--- src/rtl/led_sw_sequencer.sv ---
// -----------------------------------------------------------------------------
// led_sw_sequencer
//   Debounces eight board switches and uses the debounced vector to drive a
//   four-LED pattern sequencer (static / binary count / walking one / blink).
//
//   Switch field decode (debounced vector):
//     [1:0] requested mode   [2] pause   [3] direction (1 = down/right)
//     [7:4] pattern data
//
// Ports
//   clk_100MHz    in   single clock, rising edge
//   reset         in   synchronous, active-high
//   switch_tri_i  in   [7:0] raw asynchronous switches
//   led_tri_o     out  [3:0] registered LED drive
//   sw_stable_o   out  [7:0] registered debounced switch vector
//   mode_o        out  [1:0] current sequencer state (registered)
// -----------------------------------------------------------------------------
module led_sw_sequencer #(
    parameter int unsigned DEBOUNCE_CYCLES = 1000000,
    parameter int unsigned TICK_CYCLES     = 25000000
) (
    input  logic       clk_100MHz,
    input  logic       reset,
    input  logic [7:0] switch_tri_i,
    output logic [3:0] led_tri_o,
    output logic [7:0] sw_stable_o,
    output logic [1:0] mode_o
);

    typedef enum logic [1:0] {
        ST_STATIC = 2'b00,
        ST_COUNT  = 2'b01,
        ST_SHIFT  = 2'b10,
        ST_BLINK  = 2'b11
    } state_t;

    localparam logic [23:0] DB_LAST = 24'(DEBOUNCE_CYCLES - 1);
    localparam logic [25:0] TK_LAST = 26'(TICK_CYCLES - 1);

    logic [7:0]  r_sync1;
    logic [7:0]  r_sync2;
    logic [7:0]  r_cand;
    logic [7:0]  r_stable;
    logic [23:0] r_dbcnt;
    logic [25:0] r_presc;
    logic        r_phase;
    logic [3:0]  r_led;
    state_t      r_state;

    state_t      w_state_nxt;
    logic [3:0]  w_led_nxt;
    logic        w_phase_nxt;
    logic [23:0] w_db_inc;
    logic [1:0]  w_req;
    logic        w_pause;
    logic        w_dir;
    logic [3:0]  w_data;
    logic        w_mode_chg;
    logic        w_tick;

    assign w_req      = r_stable[1:0];
    assign w_pause    = r_stable[2];
    assign w_dir      = r_stable[3];
    assign w_data     = r_stable[7:4];
    assign w_db_inc   = r_dbcnt + 24'd1;
    assign w_mode_chg = (w_req != r_state);
    assign w_tick     = (r_presc == TK_LAST) && !w_pause;

    // Synchronizer + debounce. The candidate is reloaded whenever the
    // synchronized input moves, so only an input held for DEBOUNCE_CYCLES
    // consecutive clocks reaches r_stable.
    always_ff @(posedge clk_100MHz) begin
        if (reset) begin
            r_sync1  <= '0;
            r_sync2  <= '0;
            r_cand   <= '0;
            r_dbcnt  <= '0;
            r_stable <= '0;
        end else begin
            r_sync1 <= switch_tri_i;
            r_sync2 <= r_sync1;
            if (r_sync2 != r_cand) begin
                r_cand  <= r_sync2;
                r_dbcnt <= '0;
            end else if (r_cand != r_stable) begin
                // Compare the incremented value so acceptance lands exactly
                // DEBOUNCE_CYCLES clocks after sync first shows the new value.
                if (w_db_inc == DB_LAST) begin
                    r_stable <= r_cand;
                    r_dbcnt  <= '0;
                end else begin
                    r_dbcnt <= w_db_inc;
                end
            end
        end
    end

    // Step prescaler: restarts on every mode change so the first step of a
    // new pattern is a full period away; frozen while paused.
    always_ff @(posedge clk_100MHz) begin
        if (reset) begin
            r_presc <= '0;
        end else if (w_mode_chg) begin
            r_presc <= '0;
        end else if (!w_pause) begin
            if (r_presc == TK_LAST) r_presc <= '0;
            else                    r_presc <= r_presc + 26'd1;
        end
    end

    always_ff @(posedge clk_100MHz) begin
        if (reset) begin
            r_state <= ST_STATIC;
            r_led   <= 4'b0000;
            r_phase <= 1'b1;
        end else begin
            r_state <= w_state_nxt;
            r_led   <= w_led_nxt;
            r_phase <= w_phase_nxt;
        end
    end

    // Mode change wins over a coincident tick: the entry load replaces
    // whatever the tick would have done.
    always_comb begin
        w_state_nxt = r_state;
        w_led_nxt   = r_led;
        w_phase_nxt = r_phase;
        if (w_mode_chg) begin
            w_state_nxt = state_t'(w_req);
            case (state_t'(w_req))
                ST_STATIC: w_led_nxt = w_data;
                ST_COUNT:  w_led_nxt = 4'b0000;
                ST_SHIFT:  w_led_nxt = 4'b0001;
                ST_BLINK: begin
                    w_phase_nxt = 1'b1;
                    w_led_nxt   = w_data;
                end
                default: ;
            endcase
        end else begin
            case (r_state)
                ST_STATIC: w_led_nxt = w_data;
                ST_COUNT: begin
                    if (w_tick) w_led_nxt = w_dir ? (r_led - 4'd1) : (r_led + 4'd1);
                end
                ST_SHIFT: begin
                    if (w_tick) begin
                        // Recover from a corrupted (non one-hot) pattern.
                        if (!$onehot(r_led)) w_led_nxt = 4'b0001;
                        else if (w_dir)      w_led_nxt = {r_led[0], r_led[3:1]};
                        else                 w_led_nxt = {r_led[2:0], r_led[3]};
                    end
                end
                ST_BLINK: begin
                    // Data follows the switches live during the on phase.
                    if (w_tick) begin
                        w_phase_nxt = ~r_phase;
                        w_led_nxt   = r_phase ? 4'b0000 : w_data;
                    end else begin
                        w_led_nxt   = r_phase ? w_data : 4'b0000;
                    end
                end
                default: ;
            endcase
        end
    end

    assign led_tri_o   = r_led;
    assign sw_stable_o = r_stable;
    assign mode_o      = r_state;

endmodule

--- config.mk ---
export PLATFORM = sky130hd
export DESIGN_NAME = led_sw_sequencer
export DESIGN_NICKNAME = d
export VERILOG_FILES = /design/src/rtl/led_sw_sequencer.sv
export SDC_FILE = /design/constraint.sdc
export NUM_CORES = 1
export LEC_CHECK = 0
export BUFFER_PORTS_ARGS = -buffer_cell sky130_fd_sc_hd__buf_2
export CORE_MARGIN = 5
export CORE_UTILIZATION = 40
export CTS_BUF_LIST = sky130_fd_sc_hd__clkbuf_4 sky130_fd_sc_hd__clkbuf_8
export DETAILED_ROUTE_END_ITERATION = 12
export PLACE_DENSITY = 0.57
export SLEW_MARGIN = 5
export SYNTH_ARGS = -nofsm -noshare
export SYNTH_HDL_FRONTEND = slang
export SYNTH_SLANG_ARGS = --single-unit
--- constraint.sdc ---
create_clock -name clk_100MHz -period 2.59 [get_ports clk_100MHz]
set_input_delay 0.518 -clock clk_100MHz [delete_from_list [all_inputs] [get_ports clk_100MHz]]
set_output_delay 0.518 -clock clk_100MHz [all_outputs]
set_load 0.01 [all_outputs]
; ---- Word level (Yosys, flattened, before mapping)
; Cells that the tools add are included.
[op_classes]
reduce_logical = 12
n_addsub = 7
n_mux = 17
eq_ne = 15
n_bitwise = 2
[op_table]
columns = op, count
row1 = $mux 4, 9
row2 = $add 26x1->26 const B, 1
row3 = $eq 26x25->1 const B, 1
row4 = $mux 26, 1
row5 = $add 24x1->24 const B, 1
row6 = $eq 24x20->1 const B, 1
row7 = $mux 24, 1
row8 = $ne 8x8->1, 2
row9 = $pmux 4 s4, 1
row10 = $pmux 4 s3, 1
row11 = $eq 2x2->1 const B, 4
row12 = $ne 3x3->1 const B, 2
row13 = $reduce_and 3->1, 2
row14 = $reduce_or 2->1, 3
row15 = $add 1x1->2, 2
row16 = $add 4x1->4 const B, 1
row17 = $eq 2x1->1 const B, 2
row18 = $logic_not 2->1, 2
row19 = $mux 1, 4
row20 = $reduce_bool 2->1, 2
row21 = $sub 4x1->4 const B, 1
row22 = $add 2x2->3, 1
row23 = $eq 3x1->1 const B, 1
row24 = $ne 2x1->1 const B, 1
row25 = other kinds (5), 6
[word_totals]
regBits = 89
output_inout_bits = 14

; ---- Depth between registers and ports, before layout
[depth]
depth_word = 7
depth_mapped = 12
depth_no_buf = 12

; ---- Worst setup path before layout
; No wires, ideal clock.
[synth_timing]
path_kind = register to register
from = reg r_dbcnt[0]
to = reg r_stable[0], in the netlist sw_stable_o[0]
required_time_ps = 2469
setup_slack_ps = 12
stages_incl_launch_ff = 10
path_buffers = 1
t_arrival_ps = 2457
setup_time_ps = 121
path_cell_list = dfxtp_1 ha_1 buf_4 nand4_1 nor2_1 a21oi_1 a311o_1 nor4_4 nand3_4 mux2_4
[synth_via]
elab_chain_cells = 3
[synth_rtl]
columns = element, line
row1 = from (decl), 44  ; logic [23:0] r_dbcnt;
row2 = from (signal assigned), 92  ; r_dbcnt <= w_db_inc;
row3 = $add 24x1->24, 65  ; assign w_db_inc = r_dbcnt + 24'd1;
row4 = $eq 24x20->1, 88  ; if (w_db_inc == DB_LAST) begin
row5 = $reduce_and 3->1 (no source line), n/a
row6 = to (signal assigned), 89  ; r_stable <= r_cand;
row7 = to (decl), 43  ; logic [7:0] r_stable;
; No other way between the ends.
; A chain may end at the register's enable or synchronous reset.

; ---- Final worst setup path
[layout_timing]
from = reg r_dbcnt[1]
to = reg r_dbcnt[0]
[layout_via]
elab_chain_cells = 3
[layout_rtl]
columns = element, line
row1 = $add 24x1->24, 65
row2 = $eq 24x20->1, 88
row3 = $mux 24, 88
; No other way between the ends.

==> results <==
- The worst register-to-register path begins at r_dbcnt[1].
- The critical path startpoint category is a flop.
- The depth of the worst register-to-register path is 10.
- Global routing used 14.3% of the available tracks across all layers.
- After layout, the worst path uses 94.0% of the clock period.
- When the netlist entered floorplanning its net count stood at 543.
- The required time at the worst-slack endpoint is 2.89 ns.
- The number of H-tree levels is 3.
- The number of rows in the core area is 39.
- The final setup TNS is 0 ns.
- Sequential elements use 39.2% of the synthesized area.
- The count of buffers added on input and output ports is 23.
- Dividing the detail-routed via count by the number of cells gives 4.98.
- The max-slew headroom at the worst pin is 68.5%.
- The total vias in the final route is 3489.
- The number of iterations in the first detailed-routing pass is 4.
- The total die area is 0.0136 mm².
- For this configuration, the core starts out at a cell density of 40.3%.
- The final HPWL from detailed placement is 6600 µm.
- Walking the worst path, the cells encountered are nand2_1 > buf_4 > nor3_1 > a31oi_1 > o22ai_2 > nor4_4 > buf_4 > buf_4 > or3_2 > a21oi_1.
- After synthesis the cells add up to 0.00454 mm².
- The dominant cell type by count on the critical path is sky130_fd_sc_hd__buf_4.
- The total leakage power is 0.00193 µW.
- Cells with a size suffix above 1 make up 16.5% of the layout.
- The run finished with clean final reports.
- The width of the die is 117 µm.
- The count of synthesis-stage warnings from yosys is 0.
- The cell accounting for the most synthesized area is sky130_fd_sc_hd__dfxtp_1.
- The maximum single-stage delay on the critical path is 0.40 ns.
- Based on the critical path, the design can be clocked at up to 0.411 GHz.
- Along the worst path, the maximum fanout reaches 7.
- The number of distinct standard cells referenced by the synthesized netlist is 55.
- The number of max-slew violations in the final report is 0.
- The time the worst path needs with I/O delays and setup is 2.43 ns.
- The most common cell in the synthesized netlist is sky130_fd_sc_hd__dfxtp_1.
- The via count of the first global-routing pass is 3328.
- Clock tree synthesis found a total of 89 sinks.
- The power density over cell area is 481 mW/mm².
- For the worst-skew pair, the clock arrives at the later sink with an insertion delay of 0.37 ns.
- The number of hold violations in the final report was 0.
- The placeable core area is 0.0113 mm².
- The total grt overflow is 0.
- At the end of the flow the core is filled with cells to 45.7%.
- Counting flops with a built-in enable in the synthesized netlist gives 0.
- In this run the most critical hold path is launched from switch_tri_i[1].
- The number of buffers on the longest clock path is 2.
- The post-route clock skew is 0.00915 ns.
- The number of antenna violations at the first check in global routing is 0.
- The layout net count is 574.
- After detailed routing, the number of remaining DRC violations is 0.
- The category of the most critical setup path is flop to flop.
- Sorting the synthesized cells by how often they occur yields sky130_fd_sc_hd__dfxtp_1 (89), sky130_fd_sc_hd__nor2_1 (69), sky130_fd_sc_hd__xnor2_1 (38), sky130_fd_sc_hd__nand2_1 (35), sky130_fd_sc_hd__xor2_1 (31).
- The hold-fix buffer count after cts is 0.
- The flop and latch count out of synthesis is 89.
- In this run the register-to-register setup slack is 0.16 ns.
- TritonCTS built the clock tree.
- In this run the remaining antenna-violating nets after routing total 0.
- The number of antenna diodes in the final layout is 0.
- Across the VDD grid, the largest voltage drop is 0.421 mV.
- The first global-routing pass estimated 15700 µm of wire.
- The measured slew at the worst slew-check pin is 0.469 ns.
- The floorplan die height is 117 µm.
- Synthesis produced 521 cells.
- The most common flop cell mapped by yosys is sky130_fd_sc_hd__dfxtp_1.
- The number of buffers inserted during clock tree synthesis is 9.
- Clock tree synthesis selected as its root buffer the cell sky130_fd_sc_hd__clkbuf_8.
- The cell area after placement is 0.00488 mm².
- The tool flagged a number of max-cap violations equal to 0.
- The slowest stage of the critical path is the sky130_fd_sc_hd__or3_2 cell.
- The minimum hold slack is 0.352 ns.
- The average instance in the mapped netlist occupies 8.72 µm².
- The average detailed-routed wire length per instance is 12.8 µm.
- The terminus of the critical flop-to-flop path is r_dbcnt[0].
- Of the post-synthesis cell area, the dominant cell type holds 39.2%.
- The proportion of synthesized flip-flops having asynchronous set or reset is 0%.
- The top-level I/O count is 24.
- The kind of path behind the tightest hold check is primary input to flop.
- Ranked by total cell area, the synthesized netlist is headed by sky130_fd_sc_hd__dfxtp_1 (39%), sky130_fd_sc_hd__xnor2_1 (7.3%), sky130_fd_sc_hd__xor2_1 (6.0%).
- The iteration-0 DRC count of the detailed router is 224.
- Relative to the synthesized area, the layout overhead comes to 13.3%.
- The final weighted congestion of routability-driven global placement is 0.847.
- The total wirelength of the detailed-routed design is 8960 µm.
- The endpoint of the worst hold path is r_sync1[1].
- Clock-pin slew was measured on the worst setup and hold paths at 0.11 ns.
- Entering global routing, the biggest net connects 47 pins.
- The worst hold path passes through 2 cells.
- The sort of element at the end of the critical path is a flop.
- STA puts the critical path data arrival time at 2.73 ns.
- Setup violations remaining at the end of the flow were counted as 0.
- The final instance area is 0.00515 mm².
-- how the worst max path moves through the flow --
stage	depth (start not counted)	slack, ns	start	end
finish	10	0.16	r_dbcnt[1]	r_dbcnt[0]
detailed placement	8	0.04	r_dbcnt[0]	sw_stable_o[1]
global route	10	-0.02	r_dbcnt[0]	sw_stable_o[3]
global placement	7	0.08	r_dbcnt[7]	sw_stable_o[0]
floorplan	9	0.01	r_dbcnt[0]	sw_stable_o[0]
CTS	9	0.01	r_dbcnt[0]	sw_stable_o[3]
-- area by class of cell --
cell class	instances	area, µm²
Multi-Input combinational cell	392	2620
Clock inverter	7	86.3
Inverter	14	52.6
Clock buffer	9	124
Fill cell	1121	6120
Timing Repair Buffer	46	288
Sequential cell	89	1800
Tap cell	143	179
-- report_power, final --
part | total [µW] | internal, µW | switching, µW
combinational | 106 | 43.9 | 62.0
clock | 972 | 388 | 584
sequential | 1400 | 1390 | 12.4
-- what timing repair did --
action	4_1_cts	5_1_grt
gates resized for setup	0	16
endpoints found under the setup margin	0	25
setup buffers	0	2
-- through the flow --
step / setup slack (ns) / std cells / power (µW)
final: 0.155 / 700 / 2480
after global routing: -0.0197 / 700 / 2590
after CTS: 0.0119 / 698 / 2520
after detailed placement: 0.0366 / 682 / 1540
after global placement: 0.0755 / 682 / 1540
after floorplan: 0.0119 / 521 / 1510
-- registers in the layout, indices dropped and copies added, names as in the netlist --
name         flops
r_sync2          8
led_tri_o        4
r_cand           8
mode_o           2
r_phase          1
sw_stable_o      8
r_sync1          8
r_presc         26
r_dbcnt         24
-- cells in the final DEF, fill, tap and decap left out, drive strengths merged, types with 14 or more instances in the layout --
cell type / Yosys / layout
a21oi: 19 / 19
buf: 6 / 46
nand3: 20 / 20
inv: 14 / 17
nor2: 69 / 69
dfxtp: 89 / 89
nand2: 35 / 35
nor2b: 30 / 30
mux2i: 14 / 14
nand2b: 17 / 17
xor2: 31 / 31
xnor2: 38 / 38
-- worst max-delay path, delay by kind of cell, from the launching register on --
family | cells | cell delay (ns)
AO/OA/AOI/OAI | 3 | 0.49
buffers and inverters | 3 | 0.50
flip-flops | 1 | 0.38
AND/OR/NAND/NOR | 4 | 0.98
-- kinds of logic after synthesis --
group           Yosys count  share of synthesized area (%)
compound gates           49                           6.83
buf+inv                  40                           3.69
flops                    89                           39.2
fa+ha+maj                12                           3.64
xor+xnor                 69                           13.3
mux                      16                           3.75
simple gates            246                           29.6
-- routing by layer --
layer / vias to the layer above / routed length [µm] / part of all wire [%] / global-route usage (%)
met3: 13 / 288 / 3.2 / 3.21
met1: 1608 / 4430 / 49 / 19.1
met2: 50 / 4100 / 46 / 23.1
met5: - / 0 / 0 / 0
li1: 1818 / - / - / -
met4: 0 / 136 / 1.5 / 4.28
No activity file was read; power rests on OpenSTA's default activity.
